**src/rtl/clk_div_pkg.sv**
```systemverilog
// Shared definitions for the clock-enable divider bank.
//   mode_e        : channel mode (periodic / one-shot)
//   DEFAULT_CNT_W : default counter and divisor width
//   ch_w()        : channel-select width for a given channel count (minimum 1)
package clk_div_pkg;

  typedef enum logic {
    MODE_PERIODIC = 1'b0,
    MODE_ONESHOT  = 1'b1
  } mode_e;

  localparam int DEFAULT_CNT_W = 27;

  function automatic int ch_w(input int n);
    return (n <= 1) ? 1 : $clog2(n);
  endfunction

endpackage

```
**src/rtl/clk_div_channel.sv**
```systemverilog
// One divider channel: programmable divisor and mode, tick strobe and toggle wave.
//   clk       : reference clock
//   i_rst_n   : synchronous active-low reset
//   i_en      : run enable; low freezes cnt/done/tog and forces tick low
//   i_restart : restart in phase (cnt/done/tog/tick cleared, div/mode kept)
//   i_load    : take i_div/i_mode and restart counting (tog kept)
//   i_div     : divisor to load
//   i_mode    : mode to load
//   o_tick    : one-cycle strobe at the end of each period
//   o_tog     : inverts on every tick
//   o_active  : divisor non-zero and one-shot not yet finished
module clk_div_channel
  import clk_div_pkg::*;
#(
  parameter int               CNT_W     = DEFAULT_CNT_W,
  parameter logic [CNT_W-1:0] INIT_DIV  = '0,
  parameter logic             INIT_MODE = 1'b0
) (
  input  logic             clk,
  input  logic             i_rst_n,
  input  logic             i_en,
  input  logic             i_restart,
  input  logic             i_load,
  input  logic [CNT_W-1:0] i_div,
  input  logic             i_mode,
  output logic             o_tick,
  output logic             o_tog,
  output logic             o_active
);

  logic [CNT_W-1:0] r_div;
  logic [CNT_W-1:0] r_cnt;
  mode_e            r_mode;
  logic             r_done;
  logic             r_tick;
  logic             r_tog;
  logic             w_wrap;

  assign w_wrap = (r_cnt == (r_div - CNT_W'(1)));

  always_ff @(posedge clk) begin
    if (!i_rst_n) begin
      r_div  <= INIT_DIV;
      r_mode <= mode_e'(INIT_MODE);
      r_cnt  <= '0;
      r_done <= 1'b0;
      r_tick <= 1'b0;
      r_tog  <= 1'b0;
    end else if (i_restart || i_load) begin
      // A load and a restart in the same cycle both take effect.
      if (i_load) begin
        r_div  <= i_div;
        r_mode <= mode_e'(i_mode);
      end
      r_cnt  <= '0;
      r_done <= 1'b0;
      r_tick <= 1'b0;
      if (i_restart) r_tog <= 1'b0;
    end else if (!i_en) begin
      r_tick <= 1'b0;
    end else if ((r_div == '0) || r_done) begin
      r_cnt  <= '0;
      r_tick <= 1'b0;
    end else if (w_wrap) begin
      r_cnt  <= '0;
      r_tick <= 1'b1;
      r_tog  <= ~r_tog;
      if (r_mode == MODE_ONESHOT) r_done <= 1'b1;
    end else begin
      r_cnt  <= r_cnt + CNT_W'(1);
      r_tick <= 1'b0;
    end
  end

  assign o_tick   = r_tick;
  assign o_tog    = r_tog;
  assign o_active = (r_div != '0) && !r_done;

endmodule

```
**src/rtl/clk_div_bank.sv**
```systemverilog
// Multi-channel clock-enable generator built from NUM_CH divider channels.
//   clk      : reference clock, all logic on rising edge
//   reset    : synchronous active-low reset
//   en       : global run enable
//   sync     : restart all channels in phase
//   cfg_we   : single-cycle configuration write strobe
//   cfg_ch   : channel addressed by the write
//   cfg_div  : new divisor
//   cfg_mode : new mode (0 periodic, 1 one-shot)
//   cfg_err  : one-cycle pulse after a write to a non-existent channel
//   tick     : per-channel one-cycle period strobe
//   tog      : per-channel square wave, period 2*div
//   active   : per-channel counting indicator
module clk_div_bank
  import clk_div_pkg::*;
#(
  parameter int                        NUM_CH    = 4,
  parameter int                        CNT_W     = DEFAULT_CNT_W,
  parameter int                        CH_W      = ch_w(NUM_CH),
  parameter logic [NUM_CH*CNT_W-1:0]   INIT_DIV  = {NUM_CH{CNT_W'(25_000_000)}},
  parameter logic [NUM_CH-1:0]         INIT_MODE = '0
) (
  input  logic              clk,
  input  logic              reset,
  input  logic              en,
  input  logic              sync,
  input  logic              cfg_we,
  input  logic [CH_W-1:0]   cfg_ch,
  input  logic [CNT_W-1:0]  cfg_div,
  input  logic              cfg_mode,
  output logic              cfg_err,
  output logic [NUM_CH-1:0] tick,
  output logic [NUM_CH-1:0] tog,
  output logic [NUM_CH-1:0] active
);

  // One extra bit so NUM_CH itself is representable for the range check.
  localparam logic [CH_W:0] LP_NUM_CH = (CH_W + 1)'(NUM_CH);

  logic [NUM_CH-1:0] w_load;
  logic              w_ch_bad;
  logic              r_cfg_err;

  assign w_ch_bad = ({1'b0, cfg_ch} >= LP_NUM_CH);

  always_ff @(posedge clk) begin
    if (!reset) r_cfg_err <= 1'b0;
    else        r_cfg_err <= cfg_we && w_ch_bad;
  end

  assign cfg_err = r_cfg_err;

  for (genvar c = 0; c < NUM_CH; c++) begin : g_ch
    assign w_load[c] = cfg_we && (cfg_ch == CH_W'(c));

    clk_div_channel #(
      .CNT_W     (CNT_W),
      .INIT_DIV  (INIT_DIV[c*CNT_W +: CNT_W]),
      .INIT_MODE (INIT_MODE[c])
    ) u_ch (
      .clk       (clk),
      .i_rst_n   (reset),
      .i_en      (en),
      .i_restart (sync),
      .i_load    (w_load[c]),
      .i_div     (cfg_div),
      .i_mode    (cfg_mode),
      .o_tick    (tick[c]),
      .o_tog     (tog[c]),
      .o_active  (active[c])
    );
  end

endmodule

```
**config.mk**
```make
export PLATFORM = sky130hd
export DESIGN_NAME = clk_div_bank
export DESIGN_NICKNAME = d
export VERILOG_FILES = /design/src/rtl/clk_div_pkg.sv /design/src/rtl/clk_div_channel.sv /design/src/rtl/clk_div_bank.sv
export SDC_FILE = /design/constraint.sdc
export NUM_CORES = 1
export LEC_CHECK = 0
export ABC_CLOCK_PERIOD_IN_PS = 5400
export BUFFER_PORTS_ARGS = -buffer_cell sky130_fd_sc_hd__buf_2
export CAP_MARGIN = 20
export CORE_ASPECT_RATIO = 0.5
export CORE_MARGIN = 3
export CORE_UTILIZATION = 40
export DETAILED_ROUTE_END_ITERATION = 8
export HOLD_SLACK_MARGIN = 0.06
export PLACE_DENSITY_LB_ADDON = 0.3
export SYNTH_ARGS = -nofsm -noshare
export SYNTH_HDL_FRONTEND = slang
export SYNTH_SLANG_ARGS = --single-unit
```
**constraint.sdc**
```tcl
create_clock -name clk -period 5.4 [get_ports clk]
set_input_delay 1.08 -clock clk [delete_from_list [all_inputs] [get_ports clk]]
set_output_delay 1.08 -clock clk [all_outputs]
set_load 0.02 [all_outputs]
```
==> impl_metrics.yaml <==
floorplan:
  start_util: 0.414
  core_sq_um: 33700
  dieHeight_um: 138
  boundaryPins: 48
  die_width_um: 270
  row_count: 47
  die-area_sq_um: 37300
job:
  maxCapViolCount: 0
setup_path:
  r2r_cells: 10
  crit_type: "reg2reg"
  end_kind: "flop"
  worstPathRequired_ps: 5800
  startpoint: "g_ch[3].u_ch.r_div[0]"
  r2r-start: "g_ch[3].u_ch.r_div[0]"
  startpoint_type: "flop"
  worstPathMaxFanout: 17
  crit_arrival_ps: 4630
layout:
  fillCellCount: 3353
  final_common_cell: "nand2_1"
  antennaDiodeCount: 0
  multi_input_area_sq_um: 8640
  final_cell_mix: "nand2_1 (334), dfxtp_1 (232), nand3_1 (136)"
  nNetsFinal: 1821
  regArea_sq_um: 4640
  drive_above_1_share: 0.0824
  area_growth_pct: 9.44
yosys:
  ys_async_sr_fraction: 0
  netlist_area_sq_um: 13900
  seq_area_frac_synth: 0.333
  synthCells: 1808
  synth_top_cells_by_area: "dfxtp_1 (33%), nand2_1 (9.0%), xnor2_1 (6.4%), nand3_1 (4.9%), xor2_1 (4.7%)"
  synth_area_leader_cell: "dfxtp_1"
  yosys_warnings: 0
  yosysUniqueCellTypes: 86
  synth_edf_count: 0
  syn_nets: 1851
  synth_top_area_frac: 0.333
  synth_seq_cells: 232
  ys.flop_type: "dfxtp_1"
  syn_area_per_cell_sq_um: 7.71
power:
  total_power_mw: 3.93
  ir_drop_v: 0.000132
  powerDensity_nw_per_um2: 258
  p_leak_nw: 5.43
sta:
  slew_violations: 0
  finalCritPeriodShare: 0.784
  slew-limit-headroom: 0.295
  finalSetupTns_ps: 0
  rsz0062_at_grt: "no"
  period_needed_ps: 4230
  final-setup-viol-count: 0
  clock.fmax_mhz: 236
  worstMarginPinSlew_ps: 1040
  finalHoldViolations: 0
  clock_skew_ps: 7.67
clock_tree:
  clk_latency_ps: 530
  cts.sinks: 232
  cts_htree_levels: 1
  cts.reportedPaths.clkPinSlew_ps: 60
  cts_tree: "built"
  numCtsBuffers: 25
  cts_buffer_depth: 3
  cts_setup_buffers: 0
  hold_buffers: 0
  clockRootBuffer: "clkbuf_16"
  cts_resized: 0
global_route:
  grt_pass1_vias: 10700
  grt_max_degree: 113
  antenna_found_initial: 0
  grt_overflow: 0
  grt_pass1_wl_um: 59600
  grt_usage: 0.191
run_status:
  outcome: "finished, final reports clean"
min_path:
  min-delay-start: "g_ch[1].u_ch.r_done"
  hold_path.class: "reg2reg"
  hold_depth: 1
drt:
  drt_pass1_iterations: 5
  drt-total-wl_um: 37400
  via_count: 12500
  wl_per_cell_um: 16.6
  post-route-drc-count: 0
  ant_nets: 0
  drt_iter0_markers: 1225
  via_per_inst: 5.53
placement:
  dp_hpwl_um: 26700
  place_congestion: 0.878
  portBuffers: 46
-- flip-flops by register name (all words and copies together), names as in the netlist --
register / count
g_ch.u_ch.r_div: 108
g_ch.u_ch.r_done: 4
g_ch.u_ch.o_tog: 4
g_ch.u_ch.o_tick: 4
g_ch.u_ch.r_cnt: 108
g_ch.u_ch.r_mode: 4
-- per-stage QoR --
stage	worst slack, ps	hold slack [ps]	cell area [sq um]	cells	util
after floorplan	1820	430	13900	1808	-
after detailed placement	1190	458	14400	2213	0.426
after global placement	1290	452	14400	2212	0.426
after global routing	834	502	15300	2261	0.453
final	1170	469	15300	2261	0.453
after CTS	1160	472	15200	2258	0.452
-- synth_stat cells (5+ instances only) --
cell / count
nor4b_1: 7
xnor2_1: 102
clkbuf_1: 91
nand3b_1: 7
a21o_1: 7
or2_2: 9
buf_4: 13
a211o_1: 6
o21ai_0: 30
xor2_1: 75
a221o_1: 12
a22o_1: 25
nand3_1: 136
nor4_1: 31
buf_2: 6
o211ai_1: 16
nor2b_1: 14
nand2b_1: 15
or3_1: 17
a31o_2: 6
ha_1: 8
nand4_1: 34
nor3_1: 75
or4_1: 22
a21oi_1: 25
and4_1: 11
o2111ai_1: 5
o21a_1: 9
nor3b_1: 14
o31ai_1: 12
nand2_1: 334
inv_1: 39
dfxtp_1: 232
a31oi_1: 27
buf_1: 9
mux2i_1: 25
a21boi_0: 65
and2_1: 5
nor2_1: 115
and3_1: 37
-- routing by layer --
metal | part of all wire | global-route usage | wire (um)
met4 | 0.014 | 0.0311 | 542
met1 | 0.52 | 0.307 | 19600
met3 | 0.059 | 0.0242 | 2220
met2 | 0.40 | 0.272 | 15100
met5 | 0 | 0 | 0
-- worst max-delay path, cell delays in order, from the launching register on --
cell	delay [ps]
dfxtp_1	370
inv_1	80
ha_1	270
nor3b_1	350
nand3_1	470
or3_1	550
a2111oi_2	350
nand4_1	150
or4b_1	840
a31oi_2	560
nor2_1	100
-- area by class of cell --
| cell class | instances | area share |
|---|---|---|
| clock inverter | 11 | 0.00877 |
| inverter | 39 | 0.00959 |
| timing repair buffer | 65 | 0.0257 |
| clock buffer | 34 | 0.0472 |
| tap | 465 | 0.0381 |
| sequential | 232 | 0.304 |
| multi-input combinational | 1415 | 0.566 |
-- logic make-up (layout without fill, tap and decap cells) --
logic type	Yosys count	after routing	synth area share
AOI/OAI and AO/OA	295	295	0.158
muxes	28	28	0.0204
and+or+nand+nor	906	906	0.321
other	1	1	0.000269
buffers and inverters	161	149	0.0490
xor gates and xnor gates	177	177	0.111
adders and majority gates	8	8	0.00718
DFF	232	232	0.333
-- power by group --
part	internal [mW]	total [mW]	switching (mW)
combinational	0.132	0.342	0.210
sequential	1.75	1.81	0.0577
clock	1.07	1.79	0.713
total	2.95	3.93	0.981
-- final timing paths --
check / to / slack (ps)
min reg2reg: g_ch[1].u_ch.r_done / 470
min: g_ch[1].u_ch.r_done / 470
max reg2reg: g_ch[3].u_ch.r_cnt[7] / 1170
max: g_ch[3].u_ch.r_cnt[7] / 1170
No activity file was read; power rests on OpenSTA's default activity.
